===== src/rtl/pipe_pkg.sv =====
// pipe_pkg: shared control-bus layout and occupancy encoding for pipeline stage registers
//   no ports; imported by pipe_slot and pipe_stage_skid
package pipe_pkg;
    localparam int EX_CT_W  = 7;
    localparam int MEM_CT_W = 2;
    localparam int WB_CT_W  = 5;
    localparam int CTRL_W   = EX_CT_W + MEM_CT_W + WB_CT_W;
    // control bus is {ex, mem, wb}, so wb sits at the LSBs
    localparam int REG_WRITE_BIT = 2;
    localparam int MEM_WRITE_BIT = WB_CT_W + 0;
    typedef enum logic [1:0] {
        OCC_EMPTY = 2'd0,
        OCC_ONE   = 2'd1,
        OCC_FULL  = 2'd2
    } occ_e;
    // skid is only ever valid while main is valid
    function automatic occ_e occ_of(input logic main_v, input logic skid_v);
        return occ_e'({main_v & skid_v, main_v ^ skid_v});
    endfunction
endpackage


===== src/rtl/pipe_slot.sv =====
// pipe_slot: one stage entry holding valid, payload and control
//   clock, clear        : clock, synchronous active-high reset (zeroes everything)
//   load_i              : capture payload_i/ctrl_i and set valid (wins over kill_i)
//   kill_i              : drop valid, payload and ctrl are kept
//   valid_o/payload_o/ctrl_o : held entry
module pipe_slot
    import pipe_pkg::*;
#(
    parameter int PAYLOAD_W = 64,
    parameter int CTRL_W    = pipe_pkg::CTRL_W
) (
    input  logic                 clock,
    input  logic                 clear,
    input  logic                 load_i,
    input  logic                 kill_i,
    input  logic [PAYLOAD_W-1:0] payload_i,
    input  logic [CTRL_W-1:0]    ctrl_i,
    output logic                 valid_o,
    output logic [PAYLOAD_W-1:0] payload_o,
    output logic [CTRL_W-1:0]    ctrl_o
);
    logic                 valid_q, valid_d;
    logic [PAYLOAD_W-1:0] payload_q, payload_d;
    logic [CTRL_W-1:0]    ctrl_q, ctrl_d;

    always_comb begin
        valid_d   = load_i ? 1'b1 : kill_i ? 1'b0 : valid_q;
        payload_d = load_i ? payload_i : payload_q;
        ctrl_d    = load_i ? ctrl_i : ctrl_q;
    end

    always_ff @(posedge clock) begin
        if (clear) begin
            valid_q   <= 1'b0;
            payload_q <= '0;
            ctrl_q    <= '0;
        end else begin
            valid_q   <= valid_d;
            payload_q <= payload_d;
            ctrl_q    <= ctrl_d;
        end
    end

    assign valid_o   = valid_q;
    assign payload_o = payload_q;
    assign ctrl_o    = ctrl_q;
endmodule


===== src/rtl/pipe_stage_skid.sv =====
// pipe_stage_skid: valid/ready pipeline stage register with optional skid slot, flush and control kill
//   clock, clear   : clock, synchronous active-high reset
//   flush          : drop every held entry on the next edge
//   in_valid/in_ready/in_payload/in_ctrl     : upstream handshake and entry
//   out_valid/out_ready/out_payload/out_ctrl : downstream handshake and head entry
//   occupancy      : number of held entries, 0..2
module pipe_stage_skid
    import pipe_pkg::*;
#(
    parameter int PAYLOAD_W = 64,
    parameter int CTRL_W    = pipe_pkg::CTRL_W,
    parameter bit SKID_EN   = 1'b1,
    parameter bit KILL_CTRL = 1'b1
) (
    input  logic                 clock,
    input  logic                 clear,
    input  logic                 flush,
    input  logic                 in_valid,
    output logic                 in_ready,
    input  logic [PAYLOAD_W-1:0] in_payload,
    input  logic [CTRL_W-1:0]    in_ctrl,
    output logic                 out_valid,
    input  logic                 out_ready,
    output logic [PAYLOAD_W-1:0] out_payload,
    output logic [CTRL_W-1:0]    out_ctrl,
    output logic [1:0]           occupancy
);
    logic                 push, pop, main_v, skid_v, main_load;
    logic [PAYLOAD_W-1:0] main_payload, skid_payload;
    logic [CTRL_W-1:0]    main_ctrl, skid_ctrl;

    assign push = in_valid && in_ready;
    assign pop  = main_v && out_ready;
    // with skid held no push is possible, so main refills from skid on a pop;
    // otherwise a push lands in main only if main is free this cycle
    assign main_load = !flush && (skid_v ? pop : push && (!main_v || pop));

    pipe_slot #(.PAYLOAD_W(PAYLOAD_W), .CTRL_W(CTRL_W)) u_main (
        .clock     (clock),
        .clear     (clear),
        .load_i    (main_load),
        .kill_i    (flush || pop),
        .payload_i (skid_v ? skid_payload : in_payload),
        .ctrl_i    (skid_v ? skid_ctrl : in_ctrl),
        .valid_o   (main_v),
        .payload_o (main_payload),
        .ctrl_o    (main_ctrl)
    );

    if (SKID_EN) begin : g_skid
        pipe_slot #(.PAYLOAD_W(PAYLOAD_W), .CTRL_W(CTRL_W)) u_skid (
            .clock     (clock),
            .clear     (clear),
            .load_i    (!flush && push && main_v && !pop),
            .kill_i    (flush || pop),
            .payload_i (in_payload),
            .ctrl_i    (in_ctrl),
            .valid_o   (skid_v),
            .payload_o (skid_payload),
            .ctrl_o    (skid_ctrl)
        );
        // skid valid is a flop, so in_ready comes straight from a register
        assign in_ready = !skid_v;
    end else begin : g_noskid
        assign skid_v       = 1'b0;
        assign skid_payload = '0;
        assign skid_ctrl    = '0;
        assign in_ready     = !main_v || out_ready;
    end

    assign out_valid   = main_v;
    assign out_payload = main_payload;
    // a bubble must never carry live write enables downstream
    assign out_ctrl    = KILL_CTRL ? (main_ctrl & {CTRL_W{main_v}}) : main_ctrl;
    assign occupancy   = occ_of(main_v, skid_v);
endmodule


===== config.mk =====
export PLATFORM = sky130hd
export DESIGN_NAME = pipe_stage_skid
export DESIGN_NICKNAME = d
export VERILOG_FILES = /design/src/rtl/pipe_pkg.sv /design/src/rtl/pipe_slot.sv /design/src/rtl/pipe_stage_skid.sv
export SDC_FILE = /design/constraint.sdc
export NUM_CORES = 1
export LEC_CHECK = 0
export BUFFER_PORTS_ARGS = -buffer_cell sky130_fd_sc_hd__clkbuf_2
export CAP_MARGIN = 30
export CORE_ASPECT_RATIO = 0.9
export CORE_MARGIN = 2
export CORE_UTILIZATION = 25
export DETAILED_ROUTE_END_ITERATION = 6
export MAX_ROUTING_LAYER = met4
export PLACE_DENSITY = 0.48
export RECOVER_POWER = 50
export SYNTH_ARGS = -nofsm -noshare
export SYNTH_HDL_FRONTEND = slang
export SYNTH_SLANG_ARGS = --single-unit

===== constraint.sdc =====
create_clock -name clock -period 2.3 [get_ports clock]
set_input_delay 0.69 -clock clock [delete_from_list [all_inputs] [get_ports clock]]
set_output_delay 0.69 -clock clock [all_outputs]
set_load 0.01 [all_outputs]

# == Word-level counts from Yosys, hierarchy flattened ==
# Cells that the tools add are included.
# totals
out_inout_bits,82
ff_bits,158
inputBits,83
word_cells,30
# op_classes
mux,6
bitwise_logic,3
n_reduce_logical,15
# ops
op,count
$mux 64,1
$and 14x14->14,1
$mux 14,1
$logic_and 1x1->1,7
$logic_not 1->1,4
$mux 1,4
$reduce_bool 2->1,2
$logic_or 1x1->1,2
$and 1x1->1,1
$xor 1x1->1,1

# == Logic depth before layout (Yosys ltp) ==
# depth
depth_word,6
depth_mapped,7
depth_no_buf,3

# == Modules after synthesis ==
# Synthesis repeated with hierarchy kept, for this count alone.
# unflattened
cells_unflattened,622
hier_area_um2,6705.2
# by_module_without_submodules
module,area_per_inst_um2,instances,seq_area_each_um2,cells_each
pipe_slot,2786.4,2,1581.5,256
pipe_stage_skid,1132.3,1,0.0,110

# == Least setup slack after synthesis ==
# No wires, ideal clock.
# synth_timing
path_kind,input-to-reg
start,in clear
end,"reg u_main.payload_q[46], in the netlist u_main.payload_o[46]"
arrival_time_ns,1.793
path_buffers,4
setup_ns,0.121
path_slack_ns,0.386
cell_stages,6
t_required_ns,2.179
cell_sequence,buf_2 -> buf_2 -> buf_2 -> clkbuf_1 -> nor2_1 -> mux2_4
# synth_lines
element,line_no,rtl
from (decl),pipe_stage_skid.sv:16,"input logic clear,"
to (signal assigned),pipe_slot.sv:39,payload_q <= payload_d;
to (decl),pipe_slot.sv:23,"logic [PAYLOAD_W-1:0] payload_q, payload_d;"

# == Worst setup path in the final report ==
# layout_timing
start,"reg u_main.valid_q, in the netlist u_main.valid_o"
end,out occupancy[0]
# layout_between
elab_chain_len,1
# layout_lines
element,line_no,rtl
from (decl),pipe_slot.sv:22,"logic valid_q, valid_d;"
from (signal assigned),pipe_slot.sv:38,valid_q <= valid_d;
$xor 1x1->1,pipe_pkg.sv:18,"return occ_e'({main_v & skid_v, main_v ^ skid_v});"
to (decl),pipe_stage_skid.sv:26,output logic [1:0] occupancy
# No other way between the ends.

==> results.ini <==
[outcome]
outcome=finished clean

[place]
dp_hpwl_microns=12040
port_buffers=164
place.gp.congestion=0.7016
dp.cells=1330
placed_area_sq_um=9306
pre_cts_ws_ns=0.1854

[critical_path]
start_kind=flop
r2r_slack_ns=0.17
crit_fanout=18
rr_worst_depth=5
r2r-end=g_skid.u_skid.payload_o[42]
cp.arrival_ns=1.44
critPathKind=flop to primary output
crit_required_ns=1.61
crit_path_end_kind=primary output
r2r_start=u_main.valid_o

[clocking]
hold_buffers=0
worstSkewPairLatency_ns=0.43
cts_tree=yes
cts_buffer_depth=2
postCtsSetupBuffers=0
ctsResizeCount=0
numCtsBuffers=17
cts_sinks=158
root_buffer=clkbuf_16
htreeDepth=4
clk_pin_slew_ns=0.07

[finish]
multiInputGateArea_sq_um=4385
antennaDiodeCount=0
nFillCells=3303
finalNonFillerCells=1362
fin_nets=1024
finalInstanceArea_sq_um=9746
register_area_sq_um=3167
drive_gt1_share_pct=24.13
utilization_pct=31.45
area_delta_synth_final_pct=23.71

[floorplan]
die_w_microns=191.1
design.die.area_sq_um=32950
num_rows=61
die_h_microns=172.4
start_util_pct=25.42
ioPinCount=165
coreArea_sq_um=30990

[global_routing]
grt_pass1_wl_microns=29370
grt_pass1_vias=5584
grt_overflow=0
grt_usage_pct=11.80
antenna_found_initial=0
grt_max_degree=79

[synthesis]
synth_largest_area_cell=dfxtp_1
ys_warn_count=0
synthFlopType=dfxtp_1
post_synth.cell_area_avg_sq_um=9.946
yosysTopAreaCellShare_pct=40.15
seq_area_frac_synth_pct=40.15
synth_cells=792
async_reset_ff_share_pct=0
ys_ff_latch=158
synth.most_common_cell=dfxtp_1
synthesis.nets=876
synth_edf_count=0
synth.distinct_cells=22
synthTopCellsByCount=dfxtp_1 (158), mux2i_1 (156), nand2b_1 (156), nor2_1 (78), nor2b_1 (78)
netlist_top_cells_area=dfxtp_1 (40%), mux2i_1 (20%), nand2b_1 (12%), mux2_2 (9.9%), nor2b_1 (6.2%)
synth_area_sq_um=7878

[pwr]
p_leak_nw=3.683
vdd.ir_drop.worst_v=0.0004634
total_power_mw=6.589
powerDensity_nw_per_um2=676.1

[timing]
fin_ws_ns=0.1652
slew_violations=0
hold_viol=0
whs_ns=0.4641
finalCritPeriodShare_pct=92.82
finClkSkew_ns=0.01345
post-route-min-period_ns=2.135
rsz0062_at_grt=no
fin_tns_setup_ns=0
relSlewSlack_pct=46.62
setup_viol=0
tightest_slew_ns=0.8007
fmax_ghz=0.4684

[routing]
drt-initial-drc-count=126
num_vias=5576
drc_errors=0
vias_per_cell=4.094
post_drt_wl_per_cell_microns=13.32
routed_wl_microns=18150
drt_pre_antenna_iters=4
antenna_left=0

[worst_hold_path]
hold_start=flush
hold_path.class=input port to flop
hold-path-endpoint=g_skid.u_skid.valid_o
min_path_cells=2

[run]
drv_cap=0

## worst max-delay path by stage
| stage | from | end | slack, ns | cells past startpoint |
|---|---|---|---|---|
| finish | u_main.valid_o | occupancy[0] | 0.17 | 3 |
| global route | u_main.valid_o | g_skid.u_skid.payload_o[42] | 0.05 | 5 |
| CTS | u_main.valid_o | occupancy[0] | 0.11 | 3 |
| detailed placement | flush | g_skid.u_skid.payload_o[21] | 0.19 | 6 |
| global placement | flush | g_skid.u_skid.payload_o[31] | 0.21 | 6 |
| floorplan | clear | u_main.payload_o[46] | 0.39 | 6 |
## state kept, by name, summed over array words and instances, names as in the netlist
register,count
u_main.ctrl_o,14
g_skid.u_skid.payload_o,64
g_skid.u_skid.valid_o,1
g_skid.u_skid.ctrl_o,14
u_main.valid_o,1
u_main.payload_o,64
## cells by family after synthesis
| family | Yosys count | synth area share [%] |
|---|---|---|
| adder cells (fa/ha/maj) | 1 | 0.1588 |
| AO/OA/AOI/OAI | 4 | 0.3653 |
| buffers and inverters | 65 | 4.035 |
| flip-flops | 158 | 40.15 |
| AND/OR/NAND/NOR | 330 | 23.89 |
| multiplexers | 234 | 31.40 |
## area by class of cell
| class | instances | share of cell area (%) |
|---|---|---|
| clock inverter | 10 | 1.656 |
| tap | 409 | 5.251 |
| clock buffer | 22 | 4.763 |
| multi-input combinational | 569 | 45.00 |
| inverter | 2 | 0.07703 |
| sequential | 158 | 32.49 |
| timing repair buffer | 192 | 10.76 |
## per-layer routing
metal | routed length, microns | vias to the layer above | global-route usage, % | share of wire [%]
li1 | - | 2890 | - | -
met3 | 1021 | 12 | 3.755 | 5.6
met1 | 8682 | 2573 | 14.20 | 48
met2 | 8246 | 101 | 18.97 | 45
met5 | 0 | - | - | 0
met4 | 194 | 0 | 3.411 | 1.1
## where the power goes
part           internal [mW]  total (mW)  switching [mW]
combinational          0.329       0.652           0.322
clock                   1.88        3.08            1.20
sequential              2.82        2.86          0.0411
## critical path, stage by stage (launching register included)
cell and delay [ns]:
dfxtp_1 0.37, buf_4 0.26, ha_1 0.26, clkbuf_2 0.13
## cell usage in the layout, fill, tap and decap left out, drive strengths merged
cell type and n:
clkinv 2, ha 1, nor2b 78, buf 18, nor2 79, inv 3
nand2b 157, or3b 1, a21oi 2, and2 14, clkinvlp 3, dfxtp 158
nand2 1, a221o 1, bufinv 4, clkbuf 196, mux2 78, mux2i 156
a2111oi 1
No activity file was read; power rests on OpenSTA's default activity.
